[config.mk]
export PLATFORM = sky130hd
export DESIGN_NAME = micro_sequencer
export DESIGN_NICKNAME = d
export VERILOG_FILES = /design/src/rtl/micro_sequencer.sv
export SDC_FILE = /design/constraint.sdc
export NUM_CORES = 1
export LEC_CHECK = 0
export CORE_MARGIN = 4
export CORE_UTILIZATION = 35
export CTS_CLUSTER_SIZE = 24
export DETAILED_ROUTE_END_ITERATION = 10
export PLACE_DENSITY = 0.74
export SETUP_SLACK_MARGIN = 0.05
export SYNTH_ARGS = -nofsm -noshare
export SYNTH_HDL_FRONTEND = slang
export SYNTH_SLANG_ARGS = --single-unit
[constraint.sdc]
create_clock -name clk -period 1.5 [get_ports clk]
set_input_delay 0.15 -clock clk [delete_from_list [all_inputs] [get_ports clk]]
set_output_delay 0.15 -clock clk [all_outputs]
set_load 0.005 [all_outputs]
[src/rtl/micro_sequencer.sv]
// Microsequencer for the 29-bit control store: issues next-address/jump mode,
// decodes returned microinstructions into registered datapath controls.
module micro_sequencer #(
  parameter logic [7:0] START_ADDR = 8'h00,
  parameter logic [7:0] HALT_ADDR  = 8'hFF
) (
  input  logic        clk,
  input  logic        rst,
  input  logic        start,
  input  logic [28:0] MIR,
  input  logic        alu_z,
  input  logic        mem_ack,
  output logic [7:0]  addr,
  output logic [1:0]  JMP,
  output logic        Z,
  output logic [4:0]  rd_sel,
  output logic [7:0]  wr_en,
  output logic [2:0]  alu_op,
  output logic        mem_rd,
  output logic        mem_wr,
  output logic        busy,
  output logic        done
);

  typedef enum logic [1:0] {IDLE, RUN, MEMWAIT, HALT} state_t;

  state_t      state_reg, state_next;
  logic [7:0]  addr_next;
  logic [1:0]  jmp_next;
  logic        z_next;
  logic [4:0]  rd_sel_next;
  logic [7:0]  wr_en_next;
  logic [2:0]  alu_op_next;
  logic        mem_rd_next, mem_wr_next;

  logic [7:0] mir_next;
  logic [1:0] mir_jfld;
  logic [4:0] mir_rsel;
  logic [7:0] mir_wen;
  logic [2:0] mir_aop;
  logic [2:0] mir_mop;
  logic       is_read, is_write, is_halt;

  assign mir_next = MIR[28:21];
  assign mir_jfld = MIR[20:19];
  assign mir_rsel = MIR[18:14];
  assign mir_wen  = MIR[13:6];
  assign mir_aop  = MIR[5:3];
  assign mir_mop  = MIR[2:0];

  assign is_read  = (mir_mop == 3'b001);
  assign is_write = (mir_mop == 3'b010);
  assign is_halt  = (mir_next == HALT_ADDR) && (mir_jfld == 2'b00);

  always_ff @(posedge clk or posedge rst) begin
    if (rst) begin
      state_reg <= IDLE;
      addr      <= START_ADDR;
      JMP       <= 2'b00;
      Z         <= 1'b0;
      rd_sel    <= '0;
      wr_en     <= '0;
      alu_op    <= '0;
      mem_rd    <= 1'b0;
      mem_wr    <= 1'b0;
    end else begin
      state_reg <= state_next;
      addr      <= addr_next;
      JMP       <= jmp_next;
      Z         <= z_next;
      rd_sel    <= rd_sel_next;
      wr_en     <= wr_en_next;
      alu_op    <= alu_op_next;
      mem_rd    <= mem_rd_next;
      mem_wr    <= mem_wr_next;
    end
  end

  always_comb begin
    state_next  = state_reg;
    addr_next   = addr;
    jmp_next    = JMP;
    z_next      = Z;
    rd_sel_next = rd_sel;
    wr_en_next  = '0;
    alu_op_next = alu_op;
    mem_rd_next = mem_rd;
    mem_wr_next = mem_wr;

    case (state_reg)
      RUN: begin
        rd_sel_next = mir_rsel;
        alu_op_next = mir_aop;
        if (mir_aop != 3'd0) z_next = alu_z;
        if (is_read || is_write) begin
          // Address and jump mode stay put so the store keeps returning this word.
          mem_rd_next = is_read;
          mem_wr_next = is_write;
          state_next  = MEMWAIT;
        end else begin
          wr_en_next  = mir_wen;
          mem_rd_next = 1'b0;
          mem_wr_next = 1'b0;
          if (is_halt) begin
            addr_next  = START_ADDR;
            jmp_next   = 2'b00;
            state_next = HALT;
          end else begin
            addr_next = mir_next;
            jmp_next  = mir_jfld;
          end
        end
      end
      MEMWAIT: begin
        if (mem_ack) begin
          wr_en_next  = mir_wen;
          mem_rd_next = 1'b0;
          mem_wr_next = 1'b0;
          if (is_halt) begin
            addr_next  = START_ADDR;
            jmp_next   = 2'b00;
            state_next = HALT;
          end else begin
            addr_next  = mir_next;
            jmp_next   = mir_jfld;
            state_next = RUN;
          end
        end
      end
      default: begin
        // IDLE and HALT: park on the start address with all controls quiet.
        addr_next   = START_ADDR;
        jmp_next    = 2'b00;
        rd_sel_next = '0;
        alu_op_next = '0;
        mem_rd_next = 1'b0;
        mem_wr_next = 1'b0;
        if (start) state_next = RUN;
      end
    endcase
  end

  assign busy = (state_reg == RUN) || (state_reg == MEMWAIT);
  assign done = (state_reg == HALT);

endmodule

# [Word level (Yosys, flattened, before mapping)]
# Index checks and enable logic that the tools add are counted.
[word_totals] reg_bits=31 input_bits=34 output_inout_bits=31 word_cells=51
[classes] n_eq_ne=9 mux=24 n_reduce_logical=9
[ops] op="two-way mux 8 bit" n=5
[ops] op="one-hot mux 8 bit (2 select lines)" n=2
[ops] op="two-way mux 2 bit" n=8
[ops] op="one-hot mux 5 bit (2 select lines)" n=1
[ops] op="equality test 8 bit (second input constant)" n=1
[ops] op="one-hot mux 2 bit (2 select lines)" n=2
[ops] op="one-hot mux 3 bit (2 select lines)" n=1
[ops] op="nonzero test 3 bit" n=2
[ops] op="equality test 2 bit (second input constant)" n=2
[ops] op="inequality test 2 bit (second input constant)" n=2
[ops] op="one-hot mux 1 bit (2 select lines)" n=2
[ops] op="AND reduction 2 bit" n=2
[ops] op="equality test 3 x 1 -> 1 bit (second input constant)" n=1
[ops] op="equality test 3 x 2 -> 1 bit (second input constant)" n=1
[ops] op="two-way mux 1 bit" n=3
[ops] op="inequality test 3 bit (second input constant)" n=1
[ops] op="AND reduction 3 bit" n=1
[ops] op="equality test 2 x 1 -> 1 bit (second input constant)" n=1
[ops] op="zero test 2 bit" n=1
[ops] op="logical OR 1 bit" n=2
[ops] op="logical AND 1 bit" n=1

# [Logic depth before layout (Yosys ltp)]
# Gate-level depths: netlist (run 1).
[logic_depth] word_depth=5 depth_mapped=7 ltp_nobuf=6

# [Worst setup path before layout (run 1)]
# No wires, ideal clock.
[synth_timing] path_kind="register to register" startpoint="register state_reg[0]" endpoint="register addr[0]" setup_ns=0.121 arrival_ns=1.361 path_slack_ns=0.018 path_stages_with_launch=7 n_path_buf=1 cell_sequence="dfrtp_1 inv_1 ha_1 and2b_4 o21bai_4 buf_6 a22o_1"
[synth_between] elab_chain_cells=3 elab_cells_between_ends=6 cone_classes="4 x eq/ne; 1 x mux; 1 x reduce/logical"
[synth_rtl] element="from (decl)" line="27" rtl="state_t state_reg, state_next;"
[synth_rtl] element="from (signal assigned)" line="67" rtl="state_reg <= state_next;"
[synth_rtl] element="equality test 2 x 1 -> 1 bit or equality test 2 bit (tied branches)" line="90" rtl="case (state_reg)"
[synth_rtl] element="inequality test 2 bit (no line)"
[synth_rtl] element="AND reduction 2 bit (no line)"
[synth_rtl] element="to (signal assigned)" line="68" rtl="addr <= addr_next;"
[synth_rtl] element="to (decl)" line="13" rtl="output logic [7:0] addr,"
# Several ways; a longest one is shown, not always the timed one.
# A chain may end at the register's enable or synchronous reset.

# [Final worst setup path (run 1)]
[layout_timing] startpoint="register state_reg[1]" endpoint="register addr[3]"
# The elaborated chain is that of the path after synthesis.

==> results of run 1 <==
==> cell type report <==
class	instances	area (um2)
Timing Repair Buffer	78	744
Tap cell	46	57.6
Inverter	6	22.5
Multi-Input combinational cell	59	542
Clock buffer	6	82.6
Fill cell	289	1240
Sequential cell	31	776
Clock inverter	1	5.00
==> timing repair <==
action,CTS,global route
buffers inserted,1,1
endpoints found under the setup margin,22,31
pin swaps,2,5
gates resized for setup,9,8
==> worst max-delay path, stage by stage (launching register included) <==
cell,delay (ns)
sky130_fd_sc_hd__dfrtp_1,0.43
sky130_fd_sc_hd__ha_4,0.18
sky130_fd_sc_hd__and2b_4,0.16
sky130_fd_sc_hd__o21bai_4,0.18
sky130_fd_sc_hd__nor3_4,0.28
sky130_fd_sc_hd__a22o_1,0.19
==> cells by family (layout without fill, tap and decap cells) <==
group / Yosys count / count (layout) / synth area share
AOI/OAI and AO/OA: 26 / 26 / 0.174
xor gates and xnor gates: 1 / 1 / 0.0125
adders and majority gates: 3 / 3 / 0.0289
buffers and inverters: 9 / 91 / 0.0318
DFF: 31 / 31 / 0.597
muxes: 3 / 3 / 0.0241
and+or+nand+nor: 26 / 26 / 0.132
==> power breakdown <==
part           switching, mW  internal (mW)
Sequential             0.166           1.16
Combinational          0.839           1.24
Clock                  0.288          0.359
Total                   1.29           2.76
==> path summary, 6_finish.rpt <==
check	start	to	slack (ns)	cells after the start
max in group asynchronous	rst	wr_en[7]	0.96	3
hold / removal	rst	rd_sel[0]	0.26	3
hold reg to reg	mem_wr	mem_wr	0.48	2
min in group clk	MIR[10]	wr_en[4]	0.42	2
setup reg to reg	state_reg[1]	addr[3]	0.02	5
setup / recovery	state_reg[1]	addr[3]	0.02	5
==> per-layer routing <==
metal	wire, um	part of all wire	up-vias
li1	-	-	514
met1	1350	0.37	532
met2	1900	0.53	42
met3	323	0.090	5
met4	23	0.0064	0
met5	0	0	-
==> synth_stat cells <==
cell type	number	area, um2
sky130_fd_sc_hd__o21ai_1	2	10.0
sky130_fd_sc_hd__clkbuf_1	2	7.51
sky130_fd_sc_hd__ha_1	3	37.5
sky130_fd_sc_hd__o31ai_1	1	7.51
sky130_fd_sc_hd__nor2b_1	2	12.5
sky130_fd_sc_hd__buf_6	1	11.3
sky130_fd_sc_hd__a21oi_2	1	8.76
sky130_fd_sc_hd__a31oi_1	1	6.26
sky130_fd_sc_hd__nor3b_1	1	7.51
sky130_fd_sc_hd__dfrtp_1	31	776
sky130_fd_sc_hd__mux2i_1	2	20.0
sky130_fd_sc_hd__xnor2_2	1	16.3
sky130_fd_sc_hd__a22o_1	16	140
sky130_fd_sc_hd__and2b_4	1	10.0
sky130_fd_sc_hd__nand4_1	2	12.5
sky130_fd_sc_hd__nor4_4	1	21.3
sky130_fd_sc_hd__o21ai_2	2	17.5
sky130_fd_sc_hd__mux2_2	1	11.3
sky130_fd_sc_hd__o21bai_4	1	18.8
sky130_fd_sc_hd__nand2b_1	1	6.26
sky130_fd_sc_hd__nand2_1	7	26.3
sky130_fd_sc_hd__inv_1	6	22.5
sky130_fd_sc_hd__o41ai_1	2	17.5
sky130_fd_sc_hd__nor3_4	1	16.3
sky130_fd_sc_hd__nor2_1	1	3.75
sky130_fd_sc_hd__nor3_1	1	5.00
sky130_fd_sc_hd__and2_1	8	50.1
==> per-stage QoR <==
step	total power, mW	utilization	setup TNS [ns]	hold WS (ns)
CTS	4.02	0.636	0	0.268
global route	4.33	0.643	-0.271	0.327
global placement	3.21	0.597	-0.812	0.456
detailed placement	3.27	0.597	-2.59	0.476
floorplan	2.17	-	0	0.250
finish	4.05	0.643	0	0.256
==> flow_metrics.tcl, run 1 <==
set metrics [dict create \
    rsz0062_at_grt "true" \
    setup_violations 0 \
    num_antenna_cells 0 \
    post_dp_cell_area_um2 2070 \
    dieArea_um2 4750 \
    clock_tree_from_tritoncts "built" \
    cts_hold_buf 0 \
    drc_errors 0 \
    achievable-frequency_mhz 675 \
    fin_worst_skew_ns 0.00643 \
    maxSlewHeadroom 0.740 \
    critical_path.startpoint_type "flip-flop" \
    io_buffer_count 64 \
    final-max-slew-violation-count 0 \
    detail_route.iter0.violations 48 \
    final_common_cell "sky130_fd_sc_hd__clkdlybuf4s50_1" \
    detail-route-antenna-nets 0 \
    leakagePower_nw 1.00 \
    clk_pin_slew_worst_paths_ns 0.07 \
    synthDistinctLibCells 27 \
    synthesis.area_um2 1300 \
    final_cell_mix "62 x sky130_fd_sc_hd__clkdlybuf4s50_1, 31 x sky130_fd_sc_hd__dfrtp_1, 16 x sky130_fd_sc_hd__a22o_1" \
    yosysWarnings 0 \
    vias 1093 \
    drtPass1Iterations 2 \
    routed_via_density 4.81 \
    grt_first_pass_wirelength_um 5590 \
    ctsRootBufferMaster "sky130_fd_sc_hd__clkbuf_8" \
    place_congestion 0.716 \
    postSynthNetCount 136 \
    grt_start_max_net_pins 32 \
    drv.max_cap_violation_count 0 \
    gr-total-overflow 0 \
    synth.ff_latch_count 31 \
    gr_peak_layer "met2" \
    layout_top_registers "addr (8), wr_en (8), rd_sel (5)" \
    grt_pass1_vias 1149 \
    grt_util_met3 0.0681 \
    final_hold_viol_count 0 \
    grt_use_total 0.163 \
    met2_usage 0.281 \
    detail_route.wl_per_cell_um 15.8 \
    dpl.hpwl_um 2770 \
    period_share 0.988 \
    post_synth.cell_area_avg_um2 13.1 \
    num_rows 21 \
    totalWireLength_um 3590 \
    design.final.nets 218 \
    dp_slack_ns -0.166 \
    htree_depth 2 \
    proportion_of_layout_cells_with_a_drive_suffix_above_1 0.210 \
    postSynthCellCount 99 \
    layoutNonFillerInstCount 227 \
    maximum_clock_insertion_buffer_count 2 \
    min_period_ns 1.48 \
    synthesis_to_layout_area_growth_pct 71.5 \
    power.ir.vdd_worst_v 0.000749 \
    placeableCoreArea_um2 3470 \
    cp_data_arrival_time_ns 1.69 \
    power_density_nw_per_um2 1820 \
    timing.hold.worst.class "input port to async pin" \
    critPathCaptureType "flip-flop" \
    starting_density 0.375 \
    clock_latency_ns 0.28 \
    synth.yosys.seq_area_share 0.597 \
    clkSinkCount 31 \
    postLayoutSetupSlackWorst_ns 0.0178 \
    global_route_track_usage_on_met1 0.187 \
    cp_max_fo 8 \
    outcome "finished clean" \
    cp_data_required_time_ns 1.71 \
    numPlacedInstances 218 \
    criticalPathCategory "flip-flop to flip-flop" \
    number_of_antenna_violations_at_the_first_check_in_global_routing 0 \
    worstMarginPinSlew_ns 0.387 \
    chipHeight_um 68.9 \
    finish.instance_area_um2 2230 \
    chipWidth_um 68.9 \
    ios 65 \
    tritoncts.num_buffers 5 \
]
Note: power is estimated with default switching activity, not from simulation.
==> run 2, diff against run 1 <==
CTS_BUF_LIST = sky130_fd_sc_hd__clkbuf_16   (was unset)
CTS_CLUSTER_DIAMETER = 100   (was unset)
SKIP_CTS_REPAIR_TIMING = 1   (was unset)
==> run 2 against run 1 <==
Net effect:
- worst hold slack improved by 0.0076 ns
- first-iteration DRC count grew 6.3%
- clock skew shrank 0.0014 ns
- via count increased by 0.91%
- non-clock buffer count increased by 1
- utilization increased by 2.1 points
- die area stayed put
- largest cell class unchanged
==> flow_metrics.tcl, run 2 (synthesis results as in run 1) <==
set metrics [dict create \
    outcome "finished clean" \
    grt_start_max_net_pins 32 \
    grt_first_pass_wirelength_um 5490 \
    final-max-slew-violation-count 0 \
    period_share 0.986 \
    gr-total-overflow 0 \
    ios 65 \
    met1_length_um 1410 \
    min_period_ns 1.48 \
    layout_top_registers "addr (8), wr_en (8), rd_sel (5)" \
    detail-route-antenna-nets 0 \
    cp_data_arrival_time_ns 1.68 \
    htree_depth 2 \
    leakagePower_nw 1.05 \
    fin_worst_skew_ns 0.00505 \
    drc_errors 0 \
    routed_via_density 4.84 \
    cp_data_required_time_ns 1.70 \
    finish.instance_area_um2 2300 \
    achievable-frequency_mhz 676 \
    vias 1103 \
    number_of_antenna_violations_at_the_first_check_in_global_routing 0 \
    final_hold_viol_count 0 \
    postLayoutSetupSlackWorst_ns 0.0206 \
    tritoncts.num_buffers 5 \
    seqCellArea_um2 776 \
    wl_met2_um 1910 \
    rsz0062_at_grt "true" \
    dp_slack_ns -0.166 \
    chipWidth_um 68.9 \
    numPlacedInstances 218 \
    drtPass1Iterations 4 \
    post_dp_cell_area_um2 2070 \
    setup_violations 0 \
    dieArea_um2 4750 \
    clkSinkCount 31 \
    io_buffer_count 64 \
    detail_route.iter0.violations 51 \
    totalWireLength_um 3680 \
    criticalPathCategory "flip-flop to flip-flop" \
    place_congestion 0.716 \
    dr.max_layer_used "met4" \
    power.ir.vdd_worst_v 0.00109 \
    ctsRootBufferMaster "sky130_fd_sc_hd__clkbuf_16" \
    fill_cells 265 \
    grt_pass1_vias 1130 \
    dpl.hpwl_um 2770 \
    clock_tree_from_tritoncts "built" \
    met3_wirelength_um 314 \
    final_cell_mix "62 x sky130_fd_sc_hd__clkdlybuf4s50_1, 31 x sky130_fd_sc_hd__dfrtp_1, 16 x sky130_fd_sc_hd__a22o_1" \
    power_density_nw_per_um2 1900 \
    proportion_of_layout_cells_with_a_drive_suffix_above_1 0.209 \
    multiInputGateArea_um2 544 \
    synthesis_to_layout_area_growth_pct 77.2 \
    drv.max_cap_violation_count 0 \
    final_common_cell "sky130_fd_sc_hd__clkdlybuf4s50_1" \
    num_rows 21 \
    starting_density 0.375 \
    placeableCoreArea_um2 3470 \
    critPathCaptureType "flip-flop" \
    chipHeight_um 68.9 \
    grt_use_total 0.161 \
    timing.hold.worst.class "input port to async pin" \
    critical_path.startpoint_type "flip-flop" \
    maxSlewHeadroom 0.735 \
    design.final.nets 219 \
    num_antenna_cells 0 \
    p_total_mw 4.38 \
    worstMarginPinSlew_ns 0.394 \
    clk_pin_slew_worst_paths_ns 0.05 \
    layoutNonFillerInstCount 228 \
    detail_route.wl_per_cell_um 16.1 \
    maximum_clock_insertion_buffer_count 2 \
    clock_latency_ns 0.27 \
    cp_max_fo 8 \
]
-- run 2: area by class of cell --
class,count,area share
Multi-Input combinational cell,59,0.236
Sequential cell,31,0.337
Tap cell,46,0.0250
Timing Repair Buffer,79,0.334
Inverter,6,0.00978
Clock buffer,5,0.0543
Clock inverter,2,0.00380
-- run 2: per-stage QoR --
| stage | util | setup TNS, ns | hold WS, ns |
|---|---|---|---|
| after floorplan | - | 0 | 0.250 |
| after global placement | 0.597 | -0.812 | 0.456 |
| after detailed placement | 0.597 | -2.59 | 0.476 |
| after CTS | 0.636 | -1.16 | 0.278 |
| after global routing | 0.664 | -0.413 | 0.339 |
| final | 0.664 | 0 | 0.264 |
-- run 2: where the power goes --
group | total (mW) | internal [mW] | leakage, nW | switching [mW]
clock | 0.907 | 0.593 | 0.0671 | 0.315
sequential | 1.33 | 1.16 | 0.402 | 0.170
combinational | 2.14 | 1.28 | 0.582 | 0.858
total | 4.38 | 3.04 | 1.05 | 1.34
-- run 2: path summary, 6_finish.rpt --
path	startpoint	endpoint	slack, ns	depth (start not counted)
setup reg to reg	state_reg[1]	addr[3]	0.02	5
hold reg to reg	JMP[0]	JMP[0]	0.49	2
hold / removal	rst	rd_sel[0]	0.26	3
max in group asynchronous	rst	wr_en[7]	0.96	3
min in group clk	MIR[10]	wr_en[4]	0.43	2
setup / recovery	state_reg[1]	addr[3]	0.02	5
-- run 2: layer usage --
metal  track usage  vias to the layer above
li1              -                      521
met1         0.188                      532
met2         0.274                       46
met3        0.0632                        4
met4        0.0438                        0
met5             0                        -
-- run 2: worst max-delay path, stage by stage (launching register included) --
cell	delay, ns
sky130_fd_sc_hd__dfrtp_1	0.42
sky130_fd_sc_hd__ha_4	0.19
sky130_fd_sc_hd__and2b_4	0.16
sky130_fd_sc_hd__o21bai_4	0.18
sky130_fd_sc_hd__nor3_4	0.27
sky130_fd_sc_hd__a22o_1	0.19
